$ cat config.mk
export PLATFORM = sky130hd
export DESIGN_NAME = seq_timing_gen
export DESIGN_NICKNAME = d
export VERILOG_FILES = /design/src/rtl/seq_timing_gen.sv
export SDC_FILE = /design/constraint.sdc
export NUM_CORES = 1
export LEC_CHECK = 0
export CORE_ASPECT_RATIO = 2
export CORE_MARGIN = 2
export CORE_UTILIZATION = 39
export CTS_BUF_LIST = sky130_fd_sc_hd__clkbuf_8
export DETAILED_ROUTE_END_ITERATION = 16
export PLACE_DENSITY = 0.8
export SYNTH_ARGS = -nofsm -noshare
export SYNTH_HDL_FRONTEND = slang
export SYNTH_SLANG_ARGS = --single-unit
$ cat constraint.sdc
create_clock -name CLK -period 1.4 [get_ports CLK]
set_input_delay 0.28 -clock CLK [delete_from_list [all_inputs] [get_ports CLK]]
set_output_delay 0.28 -clock CLK [all_outputs]
set_load 0.05 [all_outputs]
$ cat src/rtl/seq_timing_gen.sv
`default_nettype none
// seq_timing_gen: sequence counter, run flip-flop, IR and I flip-flop of the basic computer
// control unit, with one-hot T timing and D opcode decode.
module seq_timing_gen #(
  parameter int SC_W  = 3,
  parameter int IR_W  = 16,
  parameter int OPC_W = 3
) (
  input  logic                 CLK,
  input  logic                 RSTN,
  input  logic                 START,
  input  logic                 HLT,
  input  logic                 CLR,
  input  logic                 INC,
  input  logic [IR_W-1:0]      IR_IN,
  output logic [2**SC_W-1:0]   T,
  output logic [2**OPC_W-1:0]  D,
  output logic                 I,
  output logic                 S,
  output logic [SC_W-1:0]      SC,
  output logic [IR_W-1:0]      IR
);

  logic [OPC_W-1:0] opcode;

  assign opcode = IR[IR_W-2 -: OPC_W];

  always_ff @(posedge CLK) begin
    if (!RSTN) begin
      SC <= '0;
      S  <= 1'b0;
      IR <= '0;
      I  <= 1'b0;
    end else begin
      // Loads use the pre-edge S, so a halt on the same edge still lets them happen.
      if (S && T[1]) IR <= IR_IN;
      if (S && T[2]) I  <= IR[IR_W-1];

      if (S && HLT) begin
        S  <= 1'b0;
        SC <= '0;
      end else if (!S && START && !HLT) begin
        S  <= 1'b1;
        SC <= '0;
      end else if (S) begin
        if (CLR)      SC <= '0;
        else if (INC) SC <= SC + 1'b1;
      end
    end
  end

  always_comb begin
    T = '0;
    if (S) T[SC] = 1'b1;
  end

  always_comb begin
    D = '0;
    D[opcode] = 1'b1;
  end

endmodule
`default_nettype wire

======== Yosys cells after proc, flatten, opt, wreduce, memory -nomap -nowiden ========
Index checks and enable logic that the tools add are counted.
storage, ports and cells
  logic and storage cells ................. 30
  output and inout port bits .............. 37
  input bits .............................. 22
  bits in registers ....................... 21
cells by class
  $lt $le $gt $ge ......................... 4
  multiplexer cells ....................... 7
  bitwise operators ....................... 1
  reductions and logical operators ........ 13
  $add $sub $neg .......................... 1
operators with widths
  cell                                                                                 number
  3-bit by 4-bit less-than comparator with 1-bit output, second input constant         2
  8-bit two-way mux                                                                    1
  1-bit logical AND                                                                    7
  1-bit demux with 3-bit select                                                        2
  3-bit by 1-bit greater-or-equal comparator with 1-bit output, second input constant  2
  3-bit two-way mux                                                                    2
  3-bit by 1-bit adder with 3-bit output, second input constant                        1
  3-bit OR reduction                                                                   1
  1-bit zero test                                                                      2
  1-bit two-way mux                                                                    2
  2-bit AND reduction                                                                  1
  2-bit nonzero test                                                                   1
  2-bit OR reduction                                                                   1
  1-bit NOT                                                                            1

======== Longest topological paths before layout ========
  depth in word-level cells ............... 6
  depth in mapped cells ................... 7
  gate-level depth less buffers ........... 4

======== Worst setup path before layout ========
No wires, ideal clock.
  path type ............................... reg-to-output
  start ................................... register S
  end ..................................... output T[6]
  path slack .............................. -1.052 ns
  arrival ................................. 2.172 ns
  path buffers ............................ 1
  required time ........................... 1.120 ns
  stages on the path, launching flop included .. 4
  cell sequence ........................... dfxtp_1 buf_4 nand2_1 nor3b_1
on the way
  word-level cells in the longest chain between the ends .. 1
ends and longest elaborated chain
  item                    RTL line  text
  start, declared         19        output logic S,
  start signal, assigned  31        S <= 1'b0;
  start signal, assigned  40        S <= 1'b0;
  start signal, assigned  43        S <= 1'b1;
  8-bit two-way mux       54        if (S) T[SC] = 1'b1;
  end, declared           16        output logic [2**SC_W-1:0] T,
Every way passes these cells.

======== Worst setup path after layout ========
  start ................................... register SC[1]
  end ..................................... output T[2]
on the way
  word-level cells in the longest chain between the ends .. 5
  elaborated cells between the ends (all ways) .. 6
  classes of those cells .................. order compare (2); mux (3); reduce/logical (1)
ends and longest elaborated chain
  item                                                                                                                                                                RTL line  text
  start, declared                                                                                                                                                     20        output logic [SC_W-1:0] SC,
  start signal, assigned                                                                                                                                              47        else if (INC) SC <= SC + 1'b1;
  3-bit by 4-bit less-than comparator with 1-bit output (not written as such) / 3-bit by 1-bit greater-or-equal comparator with 1-bit output (equally long branches)  54
  1-bit logical AND (not written as such)                                                                                                                             54
  1-bit two-way mux (not written as such)                                                                                                                             54
  1-bit demux with 3-bit select (*)                                                                                                                                   54
  8-bit two-way mux (*)                                                                                                                                               54
Mark *: on every way between the ends. The rest lies on a longest branch, timed or not.

==> reports/metrics.cfg <==
[status]
status = complete, but fails checks
violations = negative setup slack

[sta]
finalHoldViolCount = 0
slew_viol_final = 0
final.min_clock_period_ps = 1484
rsz0062_at_grt = true
fmax_ghz = 0.6738
worst_pin_slew_ps = 292.0
slew_headroom = 0.8027
fin_skew_ps = 3.063
setup_viol = 11
setup_ws_ps = -84.15
fin_crit_sh = 1.060
setup_tns_ps = -333.9

[pwr]
p_total_w = 0.001140
p_clk_frac = 0.349
leakage_nw = 0.8186
p_comb_frac = 0.128
seq_power_share = 0.522
powerDensity_nw_per_um2 = 494.5
ir_drop_mv = 0.6960
p_sw_frac = 0.2307
internal_power_w = 0.0008773
switching_power_w = 0.0002631

[synthesis]
synth_adder_area_share = 0.01206
synth.top_cell.area_share = 0.4053
syn_nets = 143
synth_xor_area_frac = 0
synth_top_area_cell = dfxtp_1
synth_compound_area_frac = 0.1809
synthTopCellsByArea = dfxtp_1, nand2_1, a21boi_2
syn_area_per_cell_um2 = 8.644
synthSimpleGateAreaFrac = 0.3112
ys_types = 30
muxShareOfSynthArea = 0.009650
netlist_instances = 120
synth_top_family_by_area = simple AND/OR/NAND/NOR gates
synth_area_um2 = 1037
synth_seq_cells = 21
ys_seq_area_frac = 0.4053
yosys_warnings = 0

[grt]
grt_pass1_vias = 1249
grt_max_degree = 17
antenna_found_initial = 0
grtUsageMet1 = 0.2376
gr-usage-all-layers = 0.2528
busiest_layer = met2
grt_use_met3 = 0.02312
use_met2 = 0.4683
grt-ovfl-total = 0
grt_pass1_wl_um = 5575

[routing]
drc_errors = 0
dr_total_vias = 1126
wire_per_inst_um = 17.29
viasPerCell = 5.213
ant_nets = 0
wl_um = 3734
dr.first_iter.drc_count = 29
firstDrtPassIters = 4

[worst_setup_path]
rr_startpoint = SC[0]
path_max_fanout = 5
cp.required_ps = 1120
end_kind = primary output
timing.critical_path.from = SC[1]
r2r_setup_slack_ps = 20
cp-endpoint = T[2]
timing.rr.end = SC[2]
worstSetupStartpointType = register
cp.arrival_ps = 1200
crit_type = register to primary output
worst-r2r-cell-count = 5

[cts]
clk_latency_ps = 260
clk_pin_slew_ps = 80
numCtsBuffers = 3
cts-root-buf = clkbuf_8
clockBufferDepth = 2
clkSinkCount = 21
cts_htree_levels = 1
cts_tree = done

[job]
drv_cap = 0

[finish]
layout_common_cells = buf_12, nand2_1, clkdlybuf4s50_1
final_common_cell = buf_12
diodes = 0
drive_gt1_frac = 0.4947
fin_util = 0.9088
area_delta_synth_final_pct = 122.3
num-nets-final = 212

[worst_hold_path]
hp-class = register to register

[placement]
place_congestion = 0.7447
dpl.hpwl_um = 2492
io_buffers = 58

[die]
fp-row-count = 26
die_w_um = 40.47
die_area_um2 = 3113
die_h_um = 76.93
start_util = 0.4088
ios = 59
core_area_um2 = 2537

[per-layer routing]
| metal | share of wire | vias up |
|---|---|---|
| met5 | 0 | - |
| met4 | 0.021 | 0 |
| met3 | 0.032 | 9 |
| met2 | 0.65 | 37 |
| met1 | 0.30 | 543 |
| li1 | - | 537 |
[sequential cells by signal (all words and copies together), names as in the netlist]
register  cells
IR           16
S             1
SC            3
I             1
[power groups by stage]
stage / combinational [W] / sequential [W] / clock (W)
after floorplan: 0.0000475 / 0.000616 / 0
after global placement: 0.000139 / 0.000611 / 0
after detailed placement: 0.000142 / 0.000612 / 0
after CTS: 0.000145 / 0.000595 / 0.000402
after global routing: 0.000154 / 0.000596 / 0.000423
final: 0.000146 / 0.000596 / 0.000398
[how the worst min path moves through the flow]
stage,start,endpoint,slack (ps),depth (start not counted)
2_1_floorplan,HLT,S,350,1
3_3_place_gp,IR[9],IR[9],490,2
3_5_place_dp,IR[0],IR[0],490,2
4_1_cts,IR[0],IR[0],510,2
5_1_grt,IR[9],IR[9],540,2
6_report,IR[0],IR[0],500,2
[worst max-delay path, stage by stage, from the launching register on]
cell      delay (ps)
dfxtp_4          370
buf_6            130
and4bb_2         290
buf_12           150
[timing repair]
| item | in CTS | in global routing |
|---|---|---|
| resized for setup | 6 | 3 |
| hold buffers | 0 | 0 |
| setup buffers | 6 | 4 |
| endpoints found under the setup margin | 12 | 16 |
| pin swaps | 3 | 3 |
[cell families after synthesis]
family | count (synthesis)
and+or+nand+nor | 64
AOI/OAI and AO/OA | 22
DFF | 21
buffers and inverters | 11
muxes | 1
adders and majority gates | 1
[cell usage after synthesis, drive strengths merged]
master,instances
inv,2
clkbuf,1
nand2b,1
a21oi,4
nand2,38
and3b,2
o21ai,2
nand3,1
nor2b,1
a21boi,16
nand4b,1
nor3b,6
dfxtp,21
buf,8
and3,1
nand4bb,1
and4bb,1
nor2,5
ha,1
nor3,3
or3,1
nor4bb,1
or3b,1
mux2i,1
[cell type report]
cell class                      instances  area [um^2]
Clock buffer                            3        41.29
Clock inverter                          1        5.005
Inverter                                2        15.01
Tap cell                               28        35.03
Multi-Input combinational cell         88        691.9
Sequential cell                        21        446.7
Fill cell                             100        231.5
Timing Repair Buffer                   73         1071
[per-stage QoR]
step	instances	cell area, um^2	hold WS (ps)	setup WS [ps]
floorplan	120	1225	346.3	-72.12
global placement	202	2147	488.8	15.42
detailed placement	202	2147	494.8	-19.96
CTS	212	2265	505.3	-73.62
global route	216	2306	536.6	-111.7
finish	216	2306	504.2	-84.15
Note: power is estimated with default switching activity, not from simulation.
==> RTL change 1, RTL diff (same settings) <==
`OPC_W`: 3 -> 2.
--- a/src/rtl/seq_timing_gen.sv
+++ b/src/rtl/seq_timing_gen.sv
@@ -4,7 +4,7 @@
 module seq_timing_gen #(
   parameter int SC_W  = 3,
   parameter int IR_W  = 16,
-  parameter int OPC_W = 3
+  parameter int OPC_W = 2
 ) (
   input  logic                 CLK,
   input  logic                 RSTN,
Interface: changed (resized D); port bits go from 59 to 55. No check against the original RTL was run, so the function may have changed too.
==> RTL change 1 against the unedited design <==
The run still ends with setup timing left. Highest routed layer unchanged. Sequential cell count unchanged. Fmax decreased by 0.12%. Routed wire length decreased by 0.91%. Area after synthesis decreased by 5.4%. Worst setup slack got worse by 0.0017 ns. Final cell count decreased by 6.0%. Largest power group unchanged. Cell area decreased by 7.2%. Core utilization decreased by 0.88 points. Critical path type unchanged. Power increased by 2.4%.
==> RTL change 1: results (changes against the unedited design) <==
==============================================================================
Endpoints failing setup .........................................            7   was 11
Violations in the final reports ................................. setup timing   unchanged
Critical path origin ............................................ S$_SDFFE_PP0P_   was SC[1]$_SDFFE_PP0P_
GR met2 Demand/Resource .........................................       55.37%   was 46.83%
Static leakage ..................................................    0.7514 nW   was 0.8186 nW
Max IR drop VDD .................................................    0.5409 mV   was 0.6960 mV
Drt initial violations ..........................................           33   was 29
Power dissipated by switching net loads .........................     280.1 uW   was 263.1 uW
Worst setup margin ..............................................  -0.08589 ns   was -0.08415 ns
Multiplexer share of the synthesized area .......................       1.020%   was 0.9650%
Layout buffering overhead excluding clock cells .................       45.67%   was 46.45%
Met1 capacity usage during global routing .......................       26.69%   was 23.76%
Synthesized-area fraction occupied by ao, oa, aoi and oai cells .       19.13%   was 18.09%
Net Count, Synth ................................................          135   was 143
Last weighted congestion value of the routability-driven placer .       0.6826   was 0.7447
Combined flip-flop and latch cell area ..........................  440.4 sq um   was 446.7 sq um
Met2 WL post-DR ................................................. 2229 microns   was 2413 microns
Layout cells sized above 1 ......................................       46.02%   was 49.47%
Commonest cells post-synth ...................................... sky130_fd_sc_hd__nand2_1 (37), sky130_fd_sc_hd__dfxtp_1 (21), sky130_fd_sc_hd__a21boi_2 (10)   unchanged
Non-Clock Buffer Count ..........................................           66   was 73
Number of nets in the layout ....................................          200   was 212
Outcome ......................................................... finished, violations left   unchanged
HPWL after DPL .................................................. 2719 microns   was 2492 microns
Vias in the first global route ..................................         1207   was 1249
R2R setup slack .................................................      0.08 ns   was 0.02 ns
==============================================================================
-- RTL change 1: cell types whose count changed in the layout (fill, tap and decap cells not counted), sizes merged, moves of 2 or more --
cell   change
nor3b      -3
and3b      -2
buf        -7
nor2b      +2
-- RTL change 1: worst max-delay path, stage by stage, from the launching register on --
cell                      delay [ns]
sky130_fd_sc_hd__dfxtp_4        0.45
sky130_fd_sc_hd__nand2_8        0.09
sky130_fd_sc_hd__nor3b_4        0.22
sky130_fd_sc_hd__buf_12         0.17
-- RTL change 1: timing repair --
action | 4_1_cts | 5_1_grt
pin swaps | 3 | 0
endpoints found under the setup margin | 12 | 10
gates resized for setup | 8 | 4
hold buffers | 0 | 0
buffers inserted | 6 | 2
-- RTL change 1: metrics by stage --
stage	worst slack, ns	std cells	instance area [sq um]
finish	-0.08589	203	2140
global route	-0.1359	203	2140
CTS	-0.1005	201	2106
detailed placement	-0.05920	191	1983
global placement	0.01055	191	1983
floorplan	-0.1355	112	1104
==> RTL change 2, RTL diff (same flow settings) <==
Without the edit above. Reset style: asynchronous (`RSTN`), changed in one clocked block.
--- a/src/rtl/seq_timing_gen.sv
+++ b/src/rtl/seq_timing_gen.sv
@@ -25,7 +25,7 @@
 
   assign opcode = IR[IR_W-2 -: OPC_W];
 
-  always_ff @(posedge CLK) begin
+  always_ff @(posedge CLK or negedge RSTN) begin
     if (!RSTN) begin
       SC <= '0;
       S  <= 1'b0;
Behaviour: differs if RSTN is asserted again (counterexample within 4 cycles, from zero or initial values and one cycle with RSTN low); with RSTN held inactive, the same outputs for 10 cycles.
==> RTL change 2 against the unedited design <==
The run now fails in global routing. Area after synthesis down 0.84%. Synthesized cell count down 33%.
==> RTL change 2: results (changes against the unedited design) <==
==============================================================================
Net Count, Synth ................................................          104   was 143
Stage where the flow stopped .................................... global routing
Ys Warns ........................................................            0   unchanged
Cts bufs inserted ...............................................            3   unchanged
Last weighted congestion value of the routability-driven placer .       0.7122   was 0.7447
Cells after DPL .................................................          173   was 202
Ranking of synthesized cells by area ............................ sky130_fd_sc_hd__dfrtp_1 (51%), sky130_fd_sc_hd__mux2_4 (13%), sky130_fd_sc_hd__mux2_2 (8.8%), sky130_fd_sc_hd__nor2_1 (3.6%), sky130_fd_sc_hd__nor3b_1 (2.2%)   was sky130_fd_sc_hd__dfxtp_1 (41%), sky130_fd_sc_hd__nand2_1 (13%), sky130_fd_sc_hd__a21boi_2 (11%), sky130_fd_sc_hd__a21boi_0 (4.3%), sky130_fd_sc_hd__nor3b_1 (4.3%)
Share of the synthesized area in the top cell type ..............       51.09%   was 40.53%
Library cells used by synthesis .................................           23   was 30
Worst Setup Slack post-DPL ......................................  -0.06744 ns   was -0.01996 ns
Commonest cells post-synth ...................................... sky130_fd_sc_hd__dfrtp_1 (21), sky130_fd_sc_hd__nor2_1 (10), sky130_fd_sc_hd__mux2_4 (9)   was sky130_fd_sc_hd__nand2_1 (37), sky130_fd_sc_hd__dfxtp_1 (21), sky130_fd_sc_hd__a21boi_2 (10)
Error message ................................................... [ERROR DPL-0033] detailed placement checks failed during check placement.
Clock root cell ................................................. sky130_fd_sc_hd__clkbuf_8   unchanged
Dominant register cell in the synthesized netlist ............... sky130_fd_sc_hd__dfrtp_1   was sky130_fd_sc_hd__dfxtp_1
Antenna violations before repair ................................            0
Total of flip-flops plus latches after synthesis ................           21   unchanged
FFs w/ async S/R, synth .........................................       100.0%   was 0%
HPWL after DPL .................................................. 2438 microns   was 2492 microns
Pin ending the worst setup path after global-route repair .......         T[0]
Maximum count of clock buffers along a single path ..............            2   unchanged
Clock H-tree levels .............................................            1   unchanged
Type of pin the worst path ends at ..............................  output port
Number of input and output port buffers inserted ................           58   unchanged
Outcome ......................................................... stopped before the end   was finished, violations left
Pin count of the biggest net entering global routing ............           22
Synth Instances .................................................           81   was 120
Sequential area share after synthesis ...........................       51.09%   was 40.53%
==============================================================================
## RTL change 2: cell types whose count changed after synthesis, sizes merged, moves of 16 or more
cell	change
nand2	-33
mux2	+17
dfxtp	-21
a21boi	-16
dfrtp	+21
## RTL change 2: metrics by stage
stage          hold WS, ns  area, sq um
4_1_cts             0.3591         2326
3_5_place_dp        0.5605         2162
2_1_floorplan     -0.01559         1135
3_3_place_gp        0.5568         2162
## RTL change 2: timing repair
item / in CTS
pin swaps: 4
endpoints found under the setup margin: 16
resized for setup: 16
hold buffers: 0
buffers inserted: 7
## RTL change 2: cell families after synthesis
| group | synth area share (%) |
|---|---|
| AOI/OAI and AO/OA | 3.406 |
| adders and majority gates | 1.216 |
| buffers and inverters | 3.406 |
| DFF | 51.09 |
| muxes | 21.90 |
| and+or+nand+nor | 18.98 |
